===== config.mk =====
export PLATFORM = sky130hd
export DESIGN_NAME = tile_stream_gather
export DESIGN_NICKNAME = d
export VERILOG_FILES = /design/src/rtl/tile_stream_gather.sv
export SDC_FILE = /design/constraint.sdc
export NUM_CORES = 1
export LEC_CHECK = 0
export CORE_UTILIZATION = 45
export DETAILED_ROUTE_END_ITERATION = 6
export PLACE_DENSITY = 0.79
export SYNTH_ARGS = -nofsm -noshare
export SYNTH_HDL_FRONTEND = slang
export SYNTH_SLANG_ARGS = --single-unit

===== constraint.sdc =====
create_clock -name clk -period 2.14 [get_ports clk]
set_clock_uncertainty 0.1 [all_clocks]
set_input_delay 0.535 -clock clk [delete_from_list [all_inputs] [get_ports clk]]
set_output_delay 0.535 -clock clk [all_outputs]
set_load 0.005 [all_outputs]

===== src/rtl/tile_stream_gather.sv =====
// Gathers NUM_TILES incoming tiles (or fewer, when closed early by in_last)
// into one wide vector and holds it until the downstream consumes it.
module tile_stream_gather #(
  parameter  int TILE_SIZE  = 4,
  parameter  int DATA_WIDTH = 16,
  parameter  int NUM_TILES  = 4,
  localparam int CNT_W      = $clog2(NUM_TILES + 1),
  localparam int VEC_LEN    = NUM_TILES * TILE_SIZE
) (
  input  logic                         clk,
  input  logic                         rst_n,
  input  logic                         in_valid,
  output logic                         in_ready,
  input  logic signed [DATA_WIDTH-1:0] in_vec [TILE_SIZE],
  input  logic                         in_last,
  output logic                         out_valid,
  input  logic                         out_ready,
  output logic signed [DATA_WIDTH-1:0] out_vec [VEC_LEN],
  output logic [CNT_W-1:0]             out_tiles,
  output logic                         out_last
);

  typedef enum logic {COLLECT, HOLD} state_t;

  localparam logic [CNT_W-1:0] LAST_SLOT = CNT_W'(NUM_TILES - 1);

  state_t           state, state_nxt;
  logic [CNT_W-1:0] tile_cnt;
  logic [CNT_W-1:0] wr_slot;
  logic             in_fire, out_fire, close;

  assign in_fire  = in_valid && in_ready;
  assign out_fire = out_valid && out_ready;
  // A tile accepted while a vector is held can only arrive together with the
  // output fire, so it always starts the next vector at slot 0.
  assign wr_slot  = (state == HOLD) ? '0 : tile_cnt;
  assign close    = in_fire && ((wr_slot == LAST_SLOT) || in_last);

  // NOTE: sequential state uses non-blocking assignments so every register
  // samples pre-edge values, independent of process ordering.
  always_ff @(posedge clk or negedge rst_n) begin
    if (!rst_n) state <= COLLECT;
    else        state <= state_nxt;
  end

  // NOTE: combinational outputs get a default before any branch so no path
  // leaves them unassigned, which would infer a latch.
  always_comb begin
    state_nxt = state;
    case (state)
      COLLECT: if (close) state_nxt = HOLD;
      HOLD:    if (out_fire) state_nxt = close ? HOLD : COLLECT;
      default: state_nxt = COLLECT;
    endcase
  end

  always_comb begin
    in_ready  = 1'b1;
    out_valid = 1'b0;
    if (state == HOLD) begin
      in_ready  = out_ready;
      out_valid = 1'b1;
    end
  end

  // NOTE: the slot storage is reset, because unwritten slots and the reset
  // output must read as zero rather than stale or unknown data.
  always_ff @(posedge clk or negedge rst_n) begin
    if (!rst_n) begin
      tile_cnt  <= '0;
      out_tiles <= '0;
      out_last  <= 1'b0;
      for (int i = 0; i < VEC_LEN; i++) out_vec[i] <= '0;
    end else begin
      if (out_fire)     tile_cnt <= in_fire ? CNT_W'(1) : '0;
      else if (in_fire) tile_cnt <= tile_cnt + CNT_W'(1);

      if (close) begin
        out_tiles <= wr_slot + CNT_W'(1);
        out_last  <= in_last;
      end else if (out_fire) begin
        out_tiles <= '0;
        out_last  <= 1'b0;
      end

      // A slot written in the consuming cycle survives the clear.
      for (int k = 0; k < NUM_TILES; k++) begin
        for (int e = 0; e < TILE_SIZE; e++) begin
          if (in_fire && (wr_slot == CNT_W'(k)))
            out_vec[k*TILE_SIZE + e] <= in_vec[e];
          else if (out_fire)
            out_vec[k*TILE_SIZE + e] <= '0;
        end
      end
    end
  end

endmodule


Word level (Yosys, flattened, before mapping)
Index checks and enable logic that the tools add are counted.
- add/subtract/negate cells: 2
- multipliers: 0
- div/mod/pow operators: 0
- magnitude comparators: 0
- equal/unequal tests: 3
- shift-type cells: 0
- mux-type cells: 30
- bitwise logic cells: 1
- reductions and logical operators: 15
- operator list (operator ; count):
    $mux W16 ; 17
    $mux W3 ; 5
    $reduce_bool A2 Y1 ; 6
    $logic_and A1 B1 Y1 ; 7
    $mux W1 ; 7
    $add A3 B1 Y3 const B ; 2
    $eq A3 B2 Y1 const B ; 2
    $eq A3 B1 Y1 const B ; 1
    $logic_not A3 Y1 ; 1
    $pmux W1 S2 ; 1
    $logic_or A1 B1 Y1 ; 1
    $not A1 Y1 ; 1
- bits in registers: 264
- bits in latches: 0
- bits in writable memories: 0
- ROM bits: 0
- input port bits: 69
- output and inout bits: 262
- logic and storage cells: 71
- memories kept: 0

Longest topological paths before layout
Gate-level depths: netlist of the first run.
- word-level depth: 7
- mapped depth: 8
- mapped depth without buffers: 6

Least setup slack after synthesis of the first run
No wires, ideal clock.
- path kind: register to register
- start: reg state
- end: reg out_vec[192] in the netlist's numbering
- arrival: 1.723 ns
- path slack: 0.197 ns
- cell stages (with the launch flop): 9
- path buffers: 3
- period minus slack after synthesis: 1.943 ns
- path through: dfrtp_1 > buf_6 > nor2b_1 > inv_1 > ha_1 > and4_1 > buf_2 > buf_4 > a22o_1
- word-level cells in the longest chain between the ends: 4
- elaborated cells on any way between the ends: 9
- those cells by class: 4 x mux; 5 x reduce/logical
- RTL lines (item ; RTL line ; source):
    start: declaration ; 27 ; state_t state, state_nxt;
    start signal: assignment ; 43 ; else state <= state_nxt;
    $mux W3 or $mux W1 (tied branches) ; 36, 60 ;
    $logic_not A3 Y1 or $logic_and A1 B1 Y1 (tied branches) ; 89, 32 ;
    $logic_and A1 B1 Y1 ; 89 ; if (in_fire && (wr_slot == CNT_W'(k)))
    $mux W16 or $reduce_bool A2 Y1 (tied branches) ; -- ;
    end signal: indexed assignment ; 90 ; out_vec[k*TILE_SIZE + e] <= in_vec[e];
    end: declaration ; 18 ; output logic signed [DATA_WIDTH-1:0] out_vec [VEC_LEN],
Parallel ways exist; a longest one is shown, timed or not.
A chain may end at the register's enable or synchronous reset.

Final worst setup path of the first run
- start: reg out_vec[0] in the netlist's numbering
- end: out out_vec[0] in the netlist's numbering
No word-level cell between the ends.

==> results.cfg, run 1 <==
[outcome]
status = finished clean

[setup_path]
r2r_slack_ps = 100
cp-endpoint = out_vec[0]
worstSetupPathType = flop to primary output
critical_path_required_ps = 1500
crit_arrival_ps = 1460
critical_path.max_fanout = 2
crit_slowest_cell = clkdlybuf4s50_1
cp_cell_sequence = clkdlybuf4s50_1
crit_buf_inv = 1
critical_path.max_stage_delay_ps = 540
crit_family = buffers and inverters
cp.depth = 1
reg2regPathDepth = 7
cp-start-kind = flop
r2r_start = state
end_kind = primary output
cp-startpoint = out_vec[0]
r2r-end = out_vec[51]

[clock_tree]
cts_buffers = 27
clockBufferDepth = 3
clk_pin_slew_ps = 60
cts_root_buf = clkbuf_16
cts_tree = done
cts_sinks = 264
cts.htree.levels = 1
clock_latency_ps = 520

[die]
fp.dieH_microns = 149.5
start_util_pct = 46.29
core-area_sq_um = 21150
boundaryPins = 331
die_area_sq_um = 22350
rows = 53
chipWidth_microns = 149.5

[synth]
synth_flop_cell = dfrtp_1
netlist_instances = 624
synth_top_cell_by_area = dfrtp_1
yosysUniqueCellTypes = 30
synth_area_leaders = dfrtp_1, a22o_1, buf_6
synth_top_area_share_pct = 67.47
synth_edf_count = 0
syn_nets = 699
synthArstFlopShare_pct = 100.0
synth_most_common_cell = dfrtp_1
syn_avg_cell_area_sq_um = 15.69
synth_common_cells = dfrtp_1, a22o_1, buf_6
synth_seq_cells = 264
syn_area_sq_um = 9792
ys_seq_area_share_pct = 67.47
yosys_warnings = 0

[routing]
viasPerCell = 5.803
drtIter0Drc = 321
drt-pass1-iter-count = 5
postRouteAntennaNets = 0
num_vias = 7271
drt_wl_total_mm = 28.88
wl_per_cell_microns = 23.05
drcViolationCount = 0

[global_route]
grt_pass1_vias = 7546
grt_overflow = 0
antenna_found_initial = 0
grt_pass1_wl_mm = 44.69
grt_max_degree = 69
track_usage_pct = 25.83

[placement]
globalplace.congestion = 0.8044
preCtsSetupSlack_ps = -163.2
dp_hpwl_mm = 19.43
portBuffers = 330

[layout]
finish.utilization_pct = 67.56
nets = 1044
drive_gt1_share_pct = 9.509
fillers = 1458
syn2layout_area_growth_pct = 45.96
num_antenna_cells = 0

[sta]
fin_crit_sh_pct = 97.88
slew_headroom_pct = 58.22
period_needed_ps = 2095
fin_ws_ps = 45.29
finalHoldViolations = 0
maxSlewViolCount = 0
tns_ps = 0
setup_viol = 0
rsz0062_at_grt = no
max_freq_ghz = 0.4774
worstMarginPinSlew_ps = 626.7

[worst_hold_path]
hp-class = flop to flop
hold_start = out_vec[2]

[pwr]
ir_worst_vdd_uv = 644.7
powerDensity_nw_per_um2 = 1247
leakagePower_nw = 6.489

[job]
drv_cap = 0
layer usage:
layer	up-vias	track usage [%]	share of wire [%]
met1	3717	33.90	40
met4	0	10.97	4.1
met3	71	6.098	8.4
li1	3109	-	-
met2	374	41.06	48
met5	-	0	0
state kept, by name (all words and copies together), names as in the netlist:
register	count
state	1
tile_cnt	3
out_tiles	3
out_vec	256
out_last	1
final cells by class:
cell class	count	area, sq um	share of cell area, %
sequential	264	6606	46.22
timing repair buffer	373	3877	27.13
multi-input combinational	298	2648	18.52
clock buffer	32	714.4	4.999
tap	275	344.1	2.407
clock inverter	6	83.83	0.5865
inverter	5	18.77	0.1313
through the flow:
stage | power (mW) | std cells | hold WS (ps) | instance area, sq um
4_1_cts | 17.92 | 1251 | 401.7 | 14270
5_1_grt | 18.65 | 1253 | 412.4 | 14290
6_report | 17.82 | 1253 | 399.2 | 14290
3_5_place_dp | 13.47 | 1211 | 380.8 | 13450
2_1_floorplan | 9.492 | 624 | 139.4 | 9792
3_3_place_gp | 13.31 | 1211 | 374.2 | 13450
worst min path at each step:
stage	end	cells after the start
finish	out_vec[2]	1
CTS	out_vec[2]	1
global placement	out_last	1
global route	out_vec[19]	1
floorplan	out_last	0
detailed placement	out_vec[56]	1
power breakdown:
group	switching [mW]	internal, mW
clock	1.79	2.57
combinational	2.25	3.85
sequential	0.915	6.45
total	4.95	12.9
cell families after synthesis:
logic type / share of synthesized area [%]
and+or+nand+nor: 1.048
DFF: 67.47
AOI/OAI and AO/OA: 24.44
buffers and inverters: 5.673
adders and majority gates: 0.7667
xor gates and xnor gates: 0.08946
muxes: 0.5111
repair_timing:
item / CTS / global route
cloned: 0 / 0
gates resized for setup: 2 / 4
hold endpoints to repair: 56 / 0
buffers inserted: 1 / 2
hold buffers: 1 / 0
setup endpoints to repair: 2 / 34
cell usage in the layout (no fill, tap or decap), types with 2 or more instances in the layout:
master / count
bufinv_16: 2
inv_2: 2
clkbuf_8: 2
a31oi_4: 3
a22o_1: 256
a221oi_1: 2
buf_12: 19
and4_2: 3
ha_1: 5
nand2_1: 3
a32oi_1: 2
nor2_1: 2
mux2i_1: 5
clkinv_2: 3
clkbuf_1: 3
inv_1: 3
buf_4: 22
clkdlybuf4s50_1: 327
clkbuf_16: 27
dfrtp_1: 264
o21ai_1: 3
No activity file was read; power rests on OpenSTA's default activity.
==> run 2, diff against run 1 <==
--- a/config.mk
+++ b/config.mk
@@ -6,6 +6,7 @@
 export NUM_CORES = 1
 export LEC_CHECK = 0
 export CORE_UTILIZATION = 45
+export CTS_BUF_LIST = sky130_fd_sc_hd__clkbuf_4 sky130_fd_sc_hd__clkbuf_8 sky130_fd_sc_hd__clkbuf_16
 export DETAILED_ROUTE_END_ITERATION = 6
 export PLACE_DENSITY = 0.79
 export SYNTH_ARGS = -nofsm -noshare
==> run 2 against run 1 <==
Clock power grew 0.9%. Power grew 0.16%. Global-route usage is essentially flat. Wire length is essentially flat. Worst hold slack lost 1.3 ps. Non-clock buffer count is the same. Critical path depth is the same. First-iteration DRC count grew 5.3%. Critical path type unchanged. Highest routed layer unchanged.
==> results.cfg, run 2 (same netlist as run 1, synthesis figures left out) <==
[routing]
wl_per_cell_microns = 23.04
num_vias = 7294
drt_wl_total_mm = 28.87
postRouteAntennaNets = 0
drt-pass1-iter-count = 5
drtIter0Drc = 338
drcViolationCount = 0
viasPerCell = 5.821

[setup_path]
critical_path.max_fanout = 2
worstSetupPathType = flop to primary output
r2r_start = state
critical_path_required_ps = 1500
cp-startpoint = out_vec[0]
critical_path.max_stage_delay_ps = 540
crit_arrival_ps = 1470
crit_buf_inv = 1
cp_cell_sequence = clkdlybuf4s50_1
crit_slowest_cell = clkdlybuf4s50_1
crit_family = buffers and inverters
end_kind = primary output
cp-start-kind = flop

[placement]
placed_area_sq_um = 13450
globalplace.congestion = 0.8044
dp_hpwl_mm = 19.43
portBuffers = 330

[sta]
max_freq_ghz = 0.4744
holdWs_ps = 397.9
setup_viol = 0
slew_headroom_pct = 58.82
rsz0062_at_grt = no
fin_crit_sh_pct = 98.49
period_needed_ps = 2108
worstMarginPinSlew_ps = 617.7
finalHoldViolations = 0
maxSlewViolCount = 0

[clock_tree]
cts_tree = done
clockBufferDepth = 3
cts_sinks = 264
cts_buffers = 27
cts_root_buf = clkbuf_16
clk_pin_slew_ps = 60
cts.htree.levels = 1
clock_latency_ps = 520

[layout]
fin_area_sq_um = 14300
drive_gt1_share_pct = 9.816
final_common_cell = clkdlybuf4s50_1
seqCellArea_sq_um = 6606
final_cell_mix = clkdlybuf4s50_1, dfrtp_1, a22o_1
nets = 1044
multiInputGateArea_sq_um = 2648
num_antenna_cells = 0
finish.utilization_pct = 67.62
largest_register_ffs = 256
top_register = out_vec
fillers = 1453
syn2layout_area_growth_pct = 46.08
reg_top3 = out_vec: 256 flops, out_tiles: 3 flops, tile_cnt: 3 flops

[die]
die_area_sq_um = 22350
fp.dieH_microns = 149.5
rows = 53
core-area_sq_um = 21150
chipWidth_microns = 149.5
start_util_pct = 46.29
boundaryPins = 331

[global_route]
grt_pass1_wl_mm = 44.66
grt_pass1_vias = 7542
top_usage_layer = met2
grt.met3_usage_pct = 6.098
grt_overflow = 0
use_met1_pct = 33.80
grt_max_degree = 69
antenna_found_initial = 0
use_met2_pct = 41.09
track_usage_pct = 25.82

[pwr]
powerDensity_nw_per_um2 = 1248
ir_worst_vdd_uv = 644.6
leakagePower_nw = 6.500

[outcome]
status = finished clean

[job]
drv_cap = 0

[worst_hold_path]
hp-class = flop to flop
hold_start = out_vec[26]
run 2: cell counts in the layout (fill, tap and decap cells not counted):
No cell type changed its count.
run 2: final timing paths:
kind	to	slack, ps	depth (start not counted)
worst max-delay path	out_vec[0]	30	1
worst min-delay path	out_vec[26]	400	1
worst max register to register	out_vec[51]	100	7
worst min register to register	out_vec[26]	400	1
max in group asynchronous	out_vec[3]	750	3
min in group asynchronous	out_vec[22]	450	2
run 2: metal layers:
layer	up-vias	share of wire [%]
met5	-	0
met4	0	4.2
met3	75	8.6
met2	390	48
met1	3717	39
li1	3112	-
run 2: per-stage QoR:
| stage | power (mW) | instances | setup slack (ps) | setup TNS, ps |
|---|---|---|---|---|
| after global routing | 18.69 | 1253 | 5.035 | 0 |
| after floorplan | 9.492 | 624 | 196.5 | 0 |
| after detailed placement | 13.47 | 1211 | -163.2 | -23790 |
| final | 17.85 | 1253 | 32.22 | 0 |
| after CTS | 17.96 | 1251 | -45.07 | -45.07 |
| after global placement | 13.31 | 1211 | -143.8 | -18150 |
run 2: cell type report:
class,count,share of cell area (%)
Sequential cell,264,46.19
Timing Repair Buffer,373,27.11
Multi-Input combinational cell,298,18.51
Clock buffer,32,5.073
Tap cell,275,2.406
Clock inverter,6,0.5861
Inverter,5,0.1312
run 2: where the power goes:
| part | total (mW) | leakage [nW] | switching, mW | internal, mW |
|---|---|---|---|---|
| registers | 7.37 | 3.53 | 0.911 | 6.45 |
| clock network | 4.40 | 0.405 | 1.79 | 2.61 |
| logic | 6.09 | 2.57 | 2.24 | 3.85 |
run 2: timing repair:
action | CTS | global route
endpoints found under the setup margin | 2 | 33
hold endpoints to repair | 56 | 0
buffers inserted | 1 | 2
gates cloned | 0 | 0
hold buffers | 1 | 0
resized for setup | 2 | 4
==> run 3, diff against run 2 <==
--- a/config.mk
+++ b/config.mk
@@ -5,10 +5,11 @@
 export SDC_FILE = /design/constraint.sdc
 export NUM_CORES = 1
 export LEC_CHECK = 0
+export ABC_AREA = 1
 export CORE_UTILIZATION = 45
 export CTS_BUF_LIST = sky130_fd_sc_hd__clkbuf_4 sky130_fd_sc_hd__clkbuf_8 sky130_fd_sc_hd__clkbuf_16
 export DETAILED_ROUTE_END_ITERATION = 6
-export PLACE_DENSITY = 0.79
+export PLACE_DENSITY = 0.77
 export SYNTH_ARGS = -nofsm -noshare
 export SYNTH_HDL_FRONTEND = slang
 export SYNTH_SLANG_ARGS = --single-unit
==> run 3 against run 2 <==
Clock-buffer cell count grew 9. Wire length is 23% higher. Highest routed layer unchanged. Largest power group is now combinational logic. Critical path type unchanged. Worst hold slack worse by 4.6 ps. Register-to-register slack barely moved. Setup slack improved by 3.8 ps.
==> results.cfg, run 3 <==
[outcome]
status = finished clean

[synth]
synth_edf_count = 0
synth-simple-area-share_pct = 32.52
synth_top_cell_by_area = dfrtp_1
synth_seq_cells = 264
synth_area_leaders = dfrtp_1, nand3_1, nand2_1
synth_flop_cell = dfrtp_1
ys_seq_area_share_pct = 59.66
synth_most_common_cell = nand3_1
syn_nets = 1266
yosys_warnings = 0
synthXorXnorAreaFrac_pct = 0.07910
synth_fa_ha_area_share_pct = 0.6780
synth_common_cells = nand3_1, nand2_1, dfrtp_1
syn_avg_cell_area_sq_um = 9.297
synth_top_area_share_pct = 59.66
yosysUniqueCellTypes = 21
synth.mux.area_fraction_pct = 0
netlist_instances = 1191
syn_area_sq_um = 11070
synthArstFlopShare_pct = 100.0
synth_top_family_by_area = simple AND/OR/NAND/NOR gates
synth_compound_area_share_pct = 0.7345

[setup_path]
end_kind = primary output
critical_path_required_ps = 1500
worstSetupPathType = flop to primary output
critical_path.max_fanout = 2
cp_cell_sequence = clkdlybuf4s50_1
crit_buf_inv = 1
cp-start-kind = flop
crit_family = buffers and inverters
crit_arrival_ps = 1470
critical_path.max_stage_delay_ps = 550
crit_slowest_cell = clkdlybuf4s50_1

[clock_tree]
cts_tree = done
clk_pin_slew_ps = 60
clock_latency_ps = 540
cts.htree.levels = 1
cts_root_buf = clkbuf_16
clockBufferDepth = 3
cts_buffers = 29
cts_sinks = 264

[sta]
fin_crit_sh_pct = 98.32
rsz0062_at_grt = no
period_needed_ps = 2104
slew_headroom_pct = 69.06
max_freq_ghz = 0.4753
finalHoldViolations = 0
setup_viol = 0
worstMarginPinSlew_ps = 464.0
holdWs_ps = 393.3
maxSlewViolCount = 0
tns_ps = 0

[placement]
post-place-cells = 1802
dp_hpwl_mm = 22.94
portBuffers = 330
placed_area_sq_um = 14920
globalplace.congestion = 0.8411

[routing]
drt-pass1-iter-count = 5
postRouteAntennaNets = 0
num_vias = 10230
drcViolationCount = 0
drtIter0Drc = 740
wl_per_cell_microns = 19.05
drt_wl_total_mm = 35.40
viasPerCell = 5.505

[global_route]
grt_pass1_vias = 10130
grt_max_degree = 55
track_usage_pct = 27.77
grt_overflow = 0
antenna_found_initial = 0
grt_pass1_wl_mm = 56.39

[layout]
nets = 1589
reg_top3 = out_vec: 256 flops, out_tiles: 3 flops, tile_cnt: 3 flops
fin_area_sq_um = 15950
syn2layout_area_growth_pct = 44.03
top_register = out_vec
final_common_cell = nand3_1
final_cell_mix = nand3_1, nand2_1, clkdlybuf4s50_1
fillers = 1966
num_antenna_cells = 0
stdcell_count = 1858
drive_gt1_share_pct = 8.540
largest_register_ffs = 256

[die]
fp.dieH_microns = 158.9
rows = 57
chipWidth_microns = 158.9
core-area_sq_um = 24250
die_area_sq_um = 25240
start_util_pct = 45.67
boundaryPins = 331

[pwr]
leakagePower_nw = 8.034
ir_worst_vdd_uv = 786.2
powerDensity_nw_per_um2 = 1288
power.total_mw = 20.54

[job]
drv_cap = 0

[worst_hold_path]
hp-class = flop to flop
## run 3: cell count changes in the layout (fill, tap and decap cells not counted), moves of 5 or more
cell / change
clkbuf_8: +6
mux2i_1: -5
inv_1: +6
a22o_1: -256
buf_4: +13
nand3_1: +454
nand2_1: +332
buf_12: +7
clkdlybuf4s50_1: -5
## run 3: where the power goes
| group | internal, mW | switching [mW] |
|---|---|---|
| Combinational | 4.24 | 3.59 |
| Clock | 2.93 | 2.02 |
| Sequential | 6.72 | 1.04 |
## run 3: area by class of cell
class | count | area (sq um) | share of cell area, %
clock inverters | 10 | 93.84 | 0.5884
clock buffers | 41 | 865.8 | 5.429
inverters | 12 | 47.55 | 0.2981
flip-flops and latches | 264 | 6606 | 41.42
multi-input cells | 813 | 3790 | 23.76
repair buffers | 394 | 4140 | 25.96
well taps | 324 | 405.4 | 2.542
## run 3: what timing repair did
action | CTS | global route
resized for setup | 5 | 8
cloned | 0 | 1
pin swaps | 0 | 0
hold buffers | 1 | 0
endpoints found under the hold margin | 44 | 0
buffers inserted | 3 | 0
setup endpoints to repair | 2 | 82
## run 3: cells by family (layout without fill, tap and decap cells)
kind of cell,Yosys count,count (layout)
AND/OR/NAND/NOR,798,798
XOR/XNOR,1,1
adder cells (fa/ha/maj),6,6
AO/OA/AOI/OAI,8,8
buffers and inverters,114,457
flip-flops,264,264
## run 3: path summary, 6_finish.rpt
| check | to | startpoint | slack [ps] | depth (start not counted) |
|---|---|---|---|---|
| min in group asynchronous | out_vec[194] | rst_n | 440 | 2 |
| worst max-delay path | out_vec[172] | out_vec[172] | 40 | 1 |
| worst max register to register | out_vec[53] | state | 100 | 10 |
| max in group asynchronous | out_vec[139] | rst_n | 820 | 3 |
| worst min-delay path | out_vec[79] | out_vec[79] | 390 | 2 |
| worst min register to register | out_vec[79] | out_vec[79] | 390 | 2 |
## run 3: per-stage QoR
step / utilization [%] / setup slack (ps)
finish: 65.77 / 35.99
global route: 65.77 / 1.448
global placement: 61.53 / -279.4
CTS: 65.63 / 6.167
floorplan: - / 318.4
detailed placement: 61.53 / -276.1
## run 3: metal layers
layer / wire, microns / track usage, %
met5: 0 / 0
met2: 16960 / 44.82
met1: 14150 / 36.41
met4: 1382 / 11.10
met3: 2903 / 6.139
